===== src/rtl/jtmx5k_pkg.sv =====
// Shared definitions for the jtmx5k palette arbiter: slot and read-FSM encodings,
// default palette address width and the slot ownership rule.
package jtmx5k_pkg;

    localparam int PAL_AW = 10;

    typedef enum logic [1:0] {
        SLOT0 = 2'd0,
        SLOT1 = 2'd1,
        SLOT2 = 2'd2,
        SLOT3 = 2'd3
    } slot_t;

    typedef enum logic [2:0] {
        RD_IDLE  = 3'd0,
        RD_DRAIN = 3'd1,
        RD_ISSUE = 3'd2,
        RD_CAPT  = 3'd3,
        RD_HOLD  = 3'd4
    } rd_state_t;

    // Slots 2-3 always belong to the CPU; slots 0-1 only when that pixel is blanked.
    function automatic logic cpu_owns(slot_t s, logic act_now, logic act_pixel);
        logic owns;
        owns = 1'b0;
        case (s)
            SLOT0:   owns = ~act_now;
            SLOT1:   owns = ~act_pixel;
            default: owns = 1'b1;
        endcase
        return owns;
    endfunction

endpackage


===== src/rtl/jtmx5k_pal_wbuf.sv =====
// One-entry posted-write buffer: holds a CPU write until the arbiter
// finds a free RAM slot for it.
module jtmx5k_pal_wbuf
    import jtmx5k_pkg::*;
#(
    parameter int AW = PAL_AW
) (
    input  logic          clk,
    input  logic          rst_n,
    input  logic          fill,
    input  logic [AW-1:0] fill_addr,
    input  logic [7:0]    fill_data,
    input  logic          drain,
    output logic          full,
    output logic [AW-1:0] addr,
    output logic [7:0]    data
);

    // Fill is only offered while empty and drain only while full, so they never collide.
    always_ff @(posedge clk or negedge rst_n) begin
        if (!rst_n) begin
            full <= 1'b0;
            addr <= '0;
            data <= '0;
        end else if (drain) begin
            full <= 1'b0;
        end else if (fill) begin
            full <= 1'b1;
            addr <= fill_addr;
            data <= fill_data;
        end
    end

endmodule


===== src/rtl/jtmx5k_pal_arb.sv =====
// Palette RAM arbiter: shares a single-port palette RAM between the video
// fetch (two bytes per pixel) and CPU accesses with posted writes.
module jtmx5k_pal_arb
    import jtmx5k_pkg::*;
#(
    parameter int AW = PAL_AW
) (
    input  logic          clk,
    input  logic          rst_n,
    input  logic          pxl_cen,
    input  logic          LHBL,
    input  logic          LVBL,
    input  logic [AW-2:0] vid_addr,
    output logic [14:0]   vid_rgb,
    input  logic          cpu_cs,
    input  logic          cpu_rnw,
    input  logic [AW-1:0] cpu_addr,
    input  logic [7:0]    cpu_dout,
    output logic [7:0]    cpu_din,
    output logic          cpu_wait,
    output logic [AW-1:0] ram_addr,
    output logic [7:0]    ram_din,
    output logic          ram_we,
    input  logic [7:0]    ram_q
);

    slot_t         slot_q;
    slot_t         slot;
    logic          vid_act;
    logic          act_q;
    logic [7:0]    lo_q;
    logic [6:0]    hi_q;
    rd_state_t     st;
    rd_state_t     st_nx;
    logic          wr_done;
    logic          buf_full;
    logic [AW-1:0] buf_addr;
    logic [7:0]    buf_data;
    logic          rd_req;
    logic          wr_req;
    logic          wr_acc;
    logic          cpu_slot;
    logic          drain;
    logic          rd_issue;

    assign vid_act  = LHBL & LVBL;
    assign slot     = pxl_cen ? SLOT0 : slot_q;
    assign cpu_slot = cpu_owns(slot, vid_act, act_q);
    assign rd_req   = cpu_cs & cpu_rnw;
    assign wr_req   = cpu_cs & ~cpu_rnw & ~wr_done;
    assign wr_acc   = wr_req & ~buf_full;
    assign drain    = buf_full & cpu_slot;

    // act_q remembers whether the pixel being fetched was visible, so the
    // colour loaded at the next pxl_cen is either the fetched word or black.
    always_ff @(posedge clk or negedge rst_n) begin
        if (!rst_n) begin
            slot_q  <= SLOT3;
            act_q   <= 1'b0;
            lo_q    <= '0;
            hi_q    <= '0;
            vid_rgb <= '0;
        end else begin
            if (pxl_cen) begin
                slot_q  <= SLOT1;
                act_q   <= vid_act;
                vid_rgb <= act_q ? {hi_q, lo_q} : 15'd0;
            end else if (slot_q != SLOT3) begin
                slot_q <= slot_t'(slot_q + 2'd1);
            end
            if (act_q && slot == SLOT1) lo_q <= ram_q;
            if (act_q && slot == SLOT2) hi_q <= ram_q[6:0];
        end
    end

    // A held chip select must not post the same write twice.
    always_ff @(posedge clk or negedge rst_n) begin
        if (!rst_n)       wr_done <= 1'b0;
        else if (!cpu_cs) wr_done <= 1'b0;
        else if (wr_acc)  wr_done <= 1'b1;
    end

    jtmx5k_pal_wbuf #(.AW(AW)) u_wbuf (
        .clk       (clk),
        .rst_n     (rst_n),
        .fill      (wr_acc),
        .fill_addr (cpu_addr),
        .fill_data (cpu_dout),
        .drain     (drain),
        .full      (buf_full),
        .addr      (buf_addr),
        .data      (buf_data)
    );

    always_ff @(posedge clk or negedge rst_n) begin
        if (!rst_n) begin
            st      <= RD_IDLE;
            cpu_din <= '0;
        end else begin
            st <= st_nx;
            if (st == RD_CAPT) cpu_din <= ram_q;
        end
    end

    // A pending posted write always reaches RAM before a read is issued,
    // so reads observe the CPU's own earlier writes.
    always_comb begin
        st_nx    = st;
        rd_issue = 1'b0;
        case (st)
            RD_IDLE: begin
                if (rd_req) st_nx = buf_full ? RD_DRAIN : RD_ISSUE;
            end
            RD_DRAIN: begin
                if (!rd_req)       st_nx = RD_IDLE;
                else if (!buf_full) st_nx = RD_ISSUE;
            end
            RD_ISSUE: begin
                if (!rd_req) begin
                    st_nx = RD_IDLE;
                end else if (cpu_slot && !buf_full) begin
                    rd_issue = 1'b1;
                    st_nx    = RD_CAPT;
                end
            end
            RD_CAPT: st_nx = rd_req ? RD_HOLD : RD_IDLE;
            RD_HOLD: begin
                if (!cpu_cs) st_nx = RD_IDLE;
            end
            default: st_nx = RD_IDLE;
        endcase
    end

    // RAM port and stall outputs are forced quiet while reset is held.
    always_comb begin
        ram_addr = '0;
        ram_din  = '0;
        ram_we   = 1'b0;
        cpu_wait = 1'b0;
        if (rst_n) begin
            cpu_wait = (rd_req && st != RD_HOLD) || (wr_req && buf_full);
            if (!cpu_slot) begin
                ram_addr = {vid_addr, slot == SLOT1};
            end else if (drain) begin
                ram_addr = buf_addr;
                ram_din  = buf_data;
                ram_we   = 1'b1;
            end else if (rd_issue) begin
                ram_addr = cpu_addr;
            end
        end
    end

endmodule


===== config.mk =====
export PLATFORM = sky130hd
export DESIGN_NAME = jtmx5k_pal_arb
export DESIGN_NICKNAME = d
export VERILOG_FILES = /design/src/rtl/jtmx5k_pkg.sv /design/src/rtl/jtmx5k_pal_wbuf.sv /design/src/rtl/jtmx5k_pal_arb.sv
export SDC_FILE = /design/constraint.sdc
export NUM_CORES = 1
export LEC_CHECK = 0
export ABC_CLOCK_PERIOD_IN_PS = 2660
export CORE_MARGIN = 2
export CORE_UTILIZATION = 52
export CTS_BUF_LIST = sky130_fd_sc_hd__clkbuf_4
export CTS_CLUSTER_DIAMETER = 200
export DETAILED_ROUTE_END_ITERATION = 16
export GPL_ROUTABILITY_DRIVEN = 0
export PLACE_DENSITY = 0.95
export SLEW_MARGIN = 5
export SYNTH_ARGS = -nofsm -noshare
export SYNTH_HDL_FRONTEND = slang
export SYNTH_SLANG_ARGS = --single-unit

===== constraint.sdc =====
create_clock -name clk -period 2.66 [get_ports clk]
set_clock_uncertainty 0.05 [all_clocks]
set_input_delay 0.266 -clock clk [delete_from_list [all_inputs] [get_ports clk]]
set_output_delay 0.266 -clock clk [all_outputs]
set_load 0.005 [all_outputs]

# Word-level counts from Yosys, hierarchy flattened
# Index checks and enable logic that the tools add are counted.
# W data, S select, Z words.
[word_totals]
register_bits = 64
elab_cells = 81
[classes]
reduce_logical = 13
add_sub_neg = 1
n_eq_ne = 13
muxes = 31
bitwise_logic = 12
[ops]
columns = ["op", "count"]
rows = [
  ["$mux W10", 4],
  ["$mux W8", 3],
  ["$mux W3", 7],
  ["$mux W15", 1],
  ["$pmux W3 S5", 1],
  ["$mux W1", 10],
  ["$ne A3 B3 Y1 const B", 3],
  ["$mux W2", 4],
  ["$and A1 B1 Y1", 6],
  ["$eq A3 B2 Y1 const B", 2],
  ["$ne A2 B2 Y1 const B", 3],
  ["$not A1 Y1", 6],
  ["$logic_and A1 B1 Y1", 5],
  ["$reduce_and A4 Y1", 1],
  ["$reduce_bool A2 Y1", 2],
  ["$eq A3 B1 Y1 const B", 1],
  ["$eq A3 B3 Y1 const B", 1],
  ["$logic_not A3 Y1", 1],
  ["$add A2 B1 Y2 const B", 1],
  ["$eq A2 B1 Y1 const B", 1],
  ["$eq A2 B2 Y1 const B", 1],
  ["$logic_not A2 Y1", 1],
  ["$ne A2 B1 Y1 const B", 1],
  ["$pmux W1 S2", 1],
  ["3 further kinds", 3],
]

# Longest topological paths before layout
# Gate-level depths: netlist of run 1.
[depth]
depth_word = 11
depth_mapped = 6
depth_no_buf = 4

# Hierarchy
# Synthesis of run 1 repeated with hierarchy kept, for this count alone.
[unflattened]
hier_cells = 259
hier_area_um2 = 2959.1
[by_module_without_submodules]
columns = ["mod", "area_each_um2", "seq_area_each_um2", "cells_each", "instances"]
rows = [
  ["jtmx5k_pal_arb", 2190.9, 1128.6, 217, 1],
  ["jtmx5k_pal_wbuf", 768.2, 475.5, 42, 1],
]

# Worst setup path after synthesis of run 1
# No wires, ideal clock.
[synth_timing]
path_type = "flip-flop to output port"
from = "register slot_q[1]"
to = "output ram_din[0]"
path_buffers = 2
arrival_time_ns = 1.444
slack_ns = 0.900
stages_incl_launch_ff = 7
required_ns = 2.344
path_cell_list = "dfstp_2 -> and4bb_1 -> buf_6 -> a31oi_4 -> and3_1 -> buf_4 -> and2_1"
[synth_via]
elab_chain_len = 7
elab_cells_between_ends = 8
[synth_lines]
columns = ["item", "line_no", "source"]
rows = [
  ["start: declaration", "jtmx5k_pal_arb.sv:27", "slot_t slot_q;"],
  ["start signal: assignment", "jtmx5k_pal_arb.sv:69", "slot_q <= slot_t'(slot_q + 2'd1);"],
  ["$mux W2 (*)", "jtmx5k_pal_arb.sv:47", "assign slot = pxl_cen ? SLOT0 : slot_q;"],
  ["$eq A2 B1 Y1 or $logic_not A2 Y1 (tied branches)", "jtmx5k_pkg.sv:26", "case (s)"],
  ["$pmux W1 S2 (*)", "jtmx5k_pkg.sv:26", ""],
  ["$and A1 B1 Y1", "jtmx5k_pal_arb.sv:52", "assign drain = buf_full & cpu_slot;"],
  ["$mux W8", "jtmx5k_pal_arb.sv:144", "end else if (drain) begin"],
  ["$mux W8 (*)", "jtmx5k_pal_arb.sv:142", "if (!cpu_slot) begin"],
  ["$mux W8 (*)", "jtmx5k_pal_arb.sv:140", "if (rst_n) begin"],
  ["end: declaration", "jtmx5k_pal_arb.sv:22", "output logic [7:0] ram_din,"],
]
# Every way passes the cells marked *; elsewhere a longest branch is shown, timed or not.

# Worst setup path after layout of run 1
[layout_timing]
from = "register slot_q[0]"
to = "output ram_addr[0]"
[layout_via]
elab_chain_len = 11
elab_cells_between_ends = 13
[layout_lines]
columns = ["item", "line_no", "source"]
rows = [
  ["$mux W2 (*)", "jtmx5k_pal_arb.sv:47", ""],
  ["$eq A2 B1 Y1 or $logic_not A2 Y1 (tied branches)", "jtmx5k_pkg.sv:26, jtmx5k_pal_arb.sv:143", ""],
  ["$pmux W1 S2", "jtmx5k_pkg.sv:26", ""],
  ["$logic_and A1 B1 Y1", "jtmx5k_pal_arb.sv:121", "end else if (cpu_slot && !buf_full) begin"],
  ["$mux W1", "jtmx5k_pal_arb.sv:121", ""],
  ["$mux W1", "jtmx5k_pal_arb.sv:119", "if (!rd_req) begin"],
  ["$mux W1", "jtmx5k_pal_arb.sv:110", "case (st)"],
  ["$mux W10", "jtmx5k_pal_arb.sv:148", "end else if (rd_issue) begin"],
  ["$mux W10", "jtmx5k_pal_arb.sv:144", ""],
  ["$mux W10 (*)", "jtmx5k_pal_arb.sv:142", ""],
  ["$mux W10 (*)", "jtmx5k_pal_arb.sv:140", ""],
  ["end: declaration", "jtmx5k_pal_arb.sv:21", "output logic [AW-1:0] ram_addr,"],
]
# Marks and branches as above.

==> flow_metrics.tcl, run 1 <==
set metrics [dict create \
    status "finished, final reports clean" \
    grt_use_total_pct 25.8 \
    clkSinkCount 64 \
    synth_enable_flop_cells 0 \
    r2r_start "u_wbuf.full" \
    port_buffers 84 \
    viasPerCell 5.42 \
    crit_path_start_kind "flip-flop" \
    yosysWarningCount 0 \
    drt_wl_total_microns 7290 \
    fin_crit_sh_pct 96.0 \
    drtIter0Drc 139 \
    grt_max_degree 39 \
    dpl.hpwl_microns 4800 \
    drive_gt1_share_pct 23.4 \
    root_buffer "clkbuf_4" \
    leakage_uw 0.00197 \
    ys_ff_latch 64 \
    antenna_left 0 \
    route.detailed.drc 0 \
    cts_tree "yes" \
    fin_nets 380 \
    finalWorstSetupSlack_ns 0.106 \
    reg2regPathDepth 3 \
    synth_top_area_share_pct 55.4 \
    h-tree-depth 3 \
    fillers 320 \
    worst_path_max_delay_cell "dfstp_2" \
    grt_pass1_wl_microns 11800 \
    cp_max_fo 9 \
    diodes 0 \
    syn-cell-area_sq_um 2800 \
    async_flop_share_pct 100 \
    crit_type "flip-flop to primary output" \
    ys_seq_area_share_pct 57.3 \
    worst_slew_pin_slew_ns 0.596 \
    r2r_slack_ns 0.89 \
    die_w_microns 77.4 \
    yosys.area.top_type "dfrtp_1" \
    clkSlewWorstSetupHoldPaths_ns 0.11 \
    power.density_nw_per_um2 735 \
    timing.rr.end "u_wbuf.data[0]" \
    grt-ovfl-total 0 \
    cts_buffers 9 \
    syn-num-nets 280 \
    via_count 2232 \
    areaGrowthSynthToFinish_pct 44.5 \
    synth.distinct_cells 32 \
    rows 26 \
    endpoint "ram_addr[0]" \
    worstPathArrival_ns 2.24 \
    cp-end-kind "primary output" \
    core_area_sq_um 5140 \
    start_util_pct 54.5 \
    rsz0062_at_grt "false" \
    die_area_sq_um 5990 \
    max_freq_mhz 391 \
    relSlewSlack_pct 60.1 \
    clock_latency_ns 0.40 \
    slew_violations 0 \
    p_total_uw 2970 \
    place_ws_ns 0.146 \
    period_minus_slack_ns 2.55 \
    max_stage_delay_ns 0.61 \
    crit_required_ns 2.34 \
    first_pass_iters 4 \
    avgRoutedWirePerCell_microns 17.7 \
    cp_cell_sequence "and4bb_2, buf_6, a221oi_1, nor2_1, clkdlybuf4s50_1" \
    ys.flop_type "dfrtp_1" \
    peakVddDrop_uv 662 \
    grt_pass1_vias 2363 \
    die_y_microns 77.4 \
    max-clock-path-buffers 2 \
    syn_area_per_cell_sq_um 11.8 \
    crit_path_start "slot_q[0]" \
    setup_viol 0 \
    antenna_found_initial 0 \
    timing.final.hold_violations 0 \
    synth_area_leaders "dfrtp_1 (55%), mux2_2 (16%), o21ai_0 (4.6%)" \
    post-route-util_pct 78.7 \
    maxCapViolations 0 \
    syn-instance-count 237 \
    top_level_ports 85 \
    hold_class "input port to asynchronous set/reset pin" \
]
[power breakdown]
part           switching, uW  internal (uW)
clock network            349            373
registers                174           1260
logic                    292            525
total                    815           2160
[layout make-up]
cell class	count	area, sq um	area share (%)
clock buffer	9	67.6	1.67
clock inverter	7	86.3	2.13
inverter	18	67.6	1.67
multi-input combinational	144	1090	26.9
sequential	64	1600	39.7
tap	70	87.6	2.17
timing repair buffer	100	1040	25.8
[worst min-delay path by stage]
stage,endpoint,cells past startpoint
after global routing,st[2],2
after CTS,wr_done,2
final,wr_done,2
after floorplan,act_q,0
after detailed placement,u_wbuf.data[1],1
after global placement,u_wbuf.data[1],1
[flip-flops by register name, indices dropped and copies added, names as in the netlist]
register and flops:
vid_rgb 15, u_wbuf.addr 10, cpu_din 8, lo_q 8, u_wbuf.data 8, hi_q 7, st 3, slot_q 2
act_q 1, u_wbuf.full 1, wr_done 1
[synth_stat cells (2+ instances only)]
cell / n
dfstp_2: 2
o21bai_1: 2
nand2_1: 18
nor2_1: 7
a22oi_1: 9
mux2_2: 41
nand3_1: 2
nand3b_1: 2
nand2b_1: 2
a21oi_1: 11
o21ai_0: 26
and2_1: 10
dfrtp_1: 62
buf_2: 3
clkbuf_1: 6
inv_1: 18
[worst max-delay path, delay by kind of cell (launching register included)]
kind                   cells  cell delay [ns]
AO/OA/AOI/OAI              1             0.06
buffers and inverters      2             0.72
flip-flops                 1             0.61
AND/OR/NAND/NOR            2             0.45
[through the flow]
| stage | cells | cell area (sq um) | TNS, ns | hold WS, ns |
|---|---|---|---|---|
| floorplan | 237 | 2800 | 0 | -0.0796 |
| global placement | 389 | 3740 | 0 | 0.114 |
| detailed placement | 389 | 3740 | 0 | 0.124 |
| CTS | 410 | 3980 | -0.685 | 0.0745 |
| global route | 412 | 4040 | 0 | 0.110 |
| finish | 412 | 4040 | 0 | 0.0937 |
[repair_timing]
action	in CTS	in global routing
pin swaps	0	2
resized for setup	5	21
setup endpoints to repair	18	17
hold buffers	2	0
gates cloned	2	0
buffers inserted	1	2
endpoints found under the hold margin	4	0
[kinds of logic (layout without fill, tap and decap cells)]
kind of cell             after synthesis  in the layout  share of synthesized area [%]
XOR/XNOR                               1              1                          0.313
flip-flops                            64             64                           57.3
AO/OA/AOI/OAI                         52             52                           11.2
AND/OR/NAND/NOR                       47             48                           9.30
buffers and inverters                 30            134                           4.60
adder cells (fa/ha/maj)                1              1                          0.447
multiplexers                          42             42                           16.9
[routing by layer]
metal  up-vias  wire (microns)  track usage (%)
li1       1027               -                -
met4         0             106             10.4
met5         -               0                0
met3        10             478             7.79
met2        89            3740             43.7
met1      1106            2960             30.9
[cell usage in the layout, fill, tap and decap left out, types with 2 or more instances in the layout]
master	Yosys	routed
dlymetal6s2s_1	0	17
and2_1	10	10
dlygate4sd3_1	0	2
o21ai_0	26	26
nand3_1	2	2
mux2_2	41	41
nand2b_1	2	2
buf_6	1	2
clkdlybuf4s50_1	0	65
nand2_1	18	18
nor2_1	7	7
a21oi_1	11	11
o21bai_1	2	2
buf_4	1	10
inv_1	18	18
a22oi_1	9	9
dfrtp_1	62	62
bufinv_16	0	2
clkbuf_4	0	9
and3_4	0	2
dfstp_2	2	2
nand3b_1	2	2
clkinv_2	0	3
No activity file was read; power rests on OpenSTA's default activity.
==> run 2, diff against run 1 <==
--- a/config.mk
+++ b/config.mk
@@ -7,8 +7,7 @@
 export LEC_CHECK = 0
 export ABC_CLOCK_PERIOD_IN_PS = 2660
 export CORE_MARGIN = 2
-export CORE_UTILIZATION = 52
-export CTS_BUF_LIST = sky130_fd_sc_hd__clkbuf_4
+export CORE_UTILIZATION = 50
 export CTS_CLUSTER_DIAMETER = 200
 export DETAILED_ROUTE_END_ITERATION = 16
 export GPL_ROUTABILITY_DRIVEN = 0
==> flow_metrics.tcl, run 2 (synthesis results as in run 1) <==
set metrics [dict create \
    finalWorstSetupSlack_ns -0.107 \
    crit_required_ns 2.34 \
    top_level_ports 85 \
    leakage_uw 0.00183 \
    drive_gt1_share_pct 24.2 \
    relSlewSlack_pct 60.6 \
    antenna_left 0 \
    post-route-util_pct 73.7 \
    max_flop_register "vid_rgb" \
    cp_max_fo 6 \
    first_pass_iters 4 \
    power.density_nw_per_um2 756 \
    slew_violations 0 \
    max_stage_delay_ns 0.54 \
    root_buffer "clkbuf_8" \
    p_total_uw 3050 \
    start_util_pct 51.1 \
    die_area_sq_um 6210 \
    clock_latency_ns 0.34 \
    die_y_microns 78.8 \
    cts_tree "yes" \
    avgRoutedWirePerCell_microns 17.1 \
    hold_class "input port to asynchronous set/reset pin" \
    core_area_sq_um 5470 \
    cts_buffers 9 \
    crit_type "flip-flop to primary output" \
    worst_slew_pin_slew_ns 0.591 \
    fillers 371 \
    drt_wl_total_microns 7080 \
    timing.final.hold_violations 0 \
    grt_pass1_vias 2237 \
    grt_pass1_wl_microns 10900 \
    setup_viol 1 \
    most-common-layout-cells "clkdlybuf4s50_1 (73), dfrtp_1 (62), mux2_2 (41), o21ai_0 (26)" \
    diodes 0 \
    cp-end-kind "primary output" \
    period_minus_slack_ns 2.77 \
    clkSlewWorstSetupHoldPaths_ns 0.07 \
    antenna_found_initial 0 \
    fin_nets 381 \
    via_count 2251 \
    maxCapViolations 0 \
    peakVddDrop_uv 447 \
    largest_register_ffs 15 \
    clkSinkCount 64 \
    critPathBufInv 2 \
    reg_top3 "vid_rgb: 15 flops, u_wbuf.addr: 10 flops" \
    violations "negative setup slack" \
    grt_max_degree 29 \
    port_buffers 84 \
    place_ws_ns 0.102 \
    h-tree-depth 3 \
    worst_path_max_delay_cell "dfstp_2" \
    areaGrowthSynthToFinish_pct 44.1 \
    dpl.hpwl_microns 4580 \
    grt_use_total_pct 23.0 \
    worstPathArrival_ns 2.45 \
    crit_path_start_kind "flip-flop" \
    max_freq_mhz 361 \
    final_common_cell "clkdlybuf4s50_1" \
    max-clock-path-buffers 2 \
    cp_cell_sequence "and4bb_2, a31oi_4, buf_4, o21ai_0, a21oi_1, clkdlybuf4s50_1" \
    grt-ovfl-total 0 \
    die_w_microns 78.8 \
    viasPerCell 5.42 \
    rows 27 \
    status "complete, but fails checks" \
    fin_crit_sh_pct 104 \
    route.detailed.drc 0 \
    drtIter0Drc 135 \
    path_delay_family "buffers and inverters" \
]
run 2: timing repair:
action,CTS,global route
setup endpoints to repair,16,13
hold buffers,1,0
gates resized for setup,3,13
hold endpoints to repair,9,0
buffers inserted,3,5
cloned,0,1
pin swaps,0,3
run 2: metal layers:
layer	track usage, %	vias up	part of all wire [%]
li1	-	1021	-
met4	11.0	0	2.0
met2	35.3	110	49
met1	30.7	1105	42
met3	6.02	15	7.3
met5	0	-	0
run 2: through the flow:
step	instance area (sq um)	hold slack, ns	TNS, ns	cells
final	4030	0.370	-0.107	415
after CTS	3960	0.333	0	409
after floorplan	2800	-0.0796	0	237
after global routing	4030	0.385	-0.257	415
after global placement	3730	0.154	0	389
after detailed placement	3730	0.155	0	389
run 2: power by group:
group          switching (uW)  leakage, uW  internal, uW  total, uW
clock                     370    0.0000920           427        797
combinational             301     0.000942           527        828
sequential                160     0.000800          1260       1420
run 2: worst paths after layout:
kind	start	end	slack, ns	depth (start not counted)
max in group asynchronous	rst_n	vid_rgb[7]	1.49	3
min	rst_n	u_wbuf.full	0.37	2
min reg2reg	lo_q[1]	vid_rgb[1]	0.43	2
max reg2reg	u_wbuf.full	u_wbuf.addr[9]	0.74	3
max	slot_q[1]	ram_addr[6]	-0.11	6
min in group clk	lo_q[1]	vid_rgb[1]	0.43	2
run 2: final cells by class:
cell class	count	area, sq um	share of cell area [%]
clock buffer	10	128	3.16
sequential	64	1600	39.8
multi-input combinational	143	1080	26.8
inverter	18	67.6	1.68
timing repair buffer	102	1000	24.9
clock inverter	6	60.1	1.49
tap	72	90.1	2.23
==> run 3, diff against run 2 <==
--- a/config.mk
+++ b/config.mk
@@ -5,13 +5,12 @@
 export SDC_FILE = /design/constraint.sdc
 export NUM_CORES = 1
 export LEC_CHECK = 0
-export ABC_CLOCK_PERIOD_IN_PS = 2660
+export ABC_CLOCK_PERIOD_IN_PS = 3150
 export CORE_MARGIN = 2
-export CORE_UTILIZATION = 50
-export CTS_CLUSTER_DIAMETER = 200
+export CORE_UTILIZATION = 47
 export DETAILED_ROUTE_END_ITERATION = 16
 export GPL_ROUTABILITY_DRIVEN = 0
-export PLACE_DENSITY = 0.95
+export PLACE_DENSITY = 0.92
 export SLEW_MARGIN = 5
 export SYNTH_ARGS = -nofsm -noshare
 export SYNTH_HDL_FRONTEND = slang
==> constraint.sdc (replaced) <==
create_clock -name clk -period 3.15 [get_ports clk]
set_clock_uncertainty 0.05 [all_clocks]
set_input_delay 0.315 -clock clk [delete_from_list [all_inputs] [get_ports clk]]
set_output_delay 0.315 -clock clk [all_outputs]
set_load 0.005 [all_outputs]
==> flow_metrics.tcl, run 3 (synthesis results as in run 1) <==
set metrics [dict create \
    status "finished, final reports clean" \
    hold_class "input port to asynchronous set/reset pin" \
    antenna_left 0 \
    root_buffer "clkbuf_8" \
    period_minus_slack_ns 2.77 \
    leakage_uw 0.00163 \
    areaGrowthSynthToFinish_pct 39.9 \
    die_area_sq_um 6590 \
    first_pass_iters 4 \
    rows 28 \
    clock_latency_ns 0.33 \
    dp_cells 392 \
    clkSlewWorstSetupHoldPaths_ns 0.07 \
    core_area_sq_um 5850 \
    placed_area_sq_um 3730 \
    clkSinkCount 64 \
    grt_pass1_wl_microns 9990 \
    cts_tree "yes" \
    p_comb_share_pct 26.0 \
    netSwitchingFraction_pct 26.9 \
    grt_use_total_pct 20.4 \
    p_sw_uw 660 \
    crit_type "input port to primary output" \
    die_w_microns 81.2 \
    grt-ovfl-total 0 \
    h-tree-depth 3 \
    grt_pass1_vias 2180 \
    route.detailed.drc 0 \
    setup_viol 0 \
    final_area_sq_um 3920 \
    final_common_cell "clkdlybuf4s50_1" \
    worst_slew_pin_slew_ns 0.595 \
    peakVddDrop_uv 401 \
    crit_path_start_kind "input port" \
    reg_top3 "vid_rgb: 15 flops, u_wbuf.addr: 10 flops" \
    port_buffers 84 \
    max_freq_mhz 361 \
    worstPathArrival_ns 2.41 \
    finalSetupTns_ns 0 \
    grt_max_degree 49 \
    fin_nets 372 \
    worst_path_max_delay_cell "clkdlybuf4s50_1" \
    power.density_nw_per_um2 628 \
    diodes 0 \
    slew_violations 0 \
    critPathBufInv 3 \
    dpl.hpwl_microns 4480 \
    max_stage_delay_ns 0.58 \
    place_ws_ns 0.407 \
    top_level_ports 85 \
    avgRoutedWirePerCell_microns 15.5 \
    crit_required_ns 2.78 \
    final_cells 408 \
    via_count 2106 \
    largest_register_ffs 15 \
    die_y_microns 81.2 \
    cp-end-kind "primary output" \
    met1_usage_pct 22.1 \
    cts_resized 0 \
    cts_buffers 9 \
    most-common-layout-cells "clkdlybuf4s50_1 (83), dfrtp_1 (62), mux2_2 (41), o21ai_0 (26)" \
    finalWorstSetupSlack_ns 0.379 \
    relSlewSlack_pct 60.3 \
    intPower_uw 1800 \
    cp_cell_sequence "clkdlybuf4s50_1, nand3b_1, nor3_2, buf_4, a22oi_1, a21oi_1, clkdlybuf4s50_1" \
    pwr-share-clk_pct 24.7 \
    timing.final.hold_violations 0 \
    drtIter0Drc 83 \
    cp_max_fo 6 \
    maxCapViolations 0 \
    power_frac_seq_pct 49.3 \
    max_flop_register "vid_rgb" \
    drive_gt1_share_pct 21.3 \
    drt_wl_total_microns 6300 \
    fin_crit_sh_pct 88.0 \
    grtUsageMet2_pct 36.1 \
    grt.busiest_layer "met2" \
    crit_path_frequent_cell "clkdlybuf4s50_1" \
    viasPerCell 5.16 \
    path_delay_family "buffers and inverters" \
    rsz0062_at_grt "false" \
    max-clock-path-buffers 2 \
    start_util_pct 47.8 \
    met3_usage_pct 7.11 \
    antenna_found_initial 0 \
]
-- run 3: changes by cell type in the layout (fill, tap and decap cells not counted), moves of 2 or more --
cell / delta
clkbuf_8: +2
clkinvlp_4: -2
buf_4: -8
dlymetal6s2s_1: -10
clkdlybuf4s50_1: +10
-- run 3: worst register-to-register path: stages (launching register included) --
cell and delay [ns]:
dfrtp_1 0.57, nor4b_2 0.38, buf_4 0.28, mux2_2 0.36
-- run 3: final cells by class --
cell class / instances / area (sq um)
clock buffers: 11 / 151
clock inverters: 4 / 20.0
fillers: 439 / 1940
inverters: 18 / 67.6
multi-input cells: 143 / 1070
flip-flops and latches: 64 / 1600
well taps: 75 / 93.8
repair buffers: 93 / 906
-- run 3: stage by stage --
step | hold WS, ns | power, uW | utilization (%)
after global routing | 0.413 | 2600 | 66.9
after CTS | 0.367 | 2490 | 66.9
after global placement | 0.165 | 1820 | 63.8
final | 0.406 | 2460 | 66.9
after floorplan | -0.0306 | 1520 | -
after detailed placement | 0.164 | 1870 | 63.8
-- run 3: routing by layer --
layer  vias up  share of wire [%]
met1      1033                 40
met4         0               0.67
li1        997                  -
met5         -                  0
met3         5                8.6
met2        71                 51
-- run 3: what timing repair did --
item / CTS / global route
hold buffers: 1 / 0
buffers inserted: 0 / 0
endpoints found under the hold margin: 6 / 0
endpoints found under the setup margin: 0 / 0
-- run 3: worst paths after layout --
path                                  start             end  slack (ns)  cells after the start
worst max register to register  u_wbuf.full  u_wbuf.addr[9]        1.39                      3
worst min register to register      lo_q[7]      vid_rgb[7]        0.43                      2
worst max-delay path                cpu_rnw     ram_addr[2]        0.38                      7
max in group asynchronous             rst_n  u_wbuf.data[4]        1.75                      3
worst min-delay path                  rst_n     u_wbuf.full        0.41                      2
min in group clk                    lo_q[7]      vid_rgb[7]        0.43                      2
-- run 3: power by group through the flow --
| stage | clock network (uW) | registers (uW) | logic (uW) |
|---|---|---|---|
| floorplan | 0 | 1190 | 335 |
| global placement | 0 | 1210 | 612 |
| detailed placement | 0 | 1220 | 641 |
| CTS | 628 | 1210 | 648 |
| global route | 666 | 1240 | 697 |
| finish | 608 | 1210 | 638 |
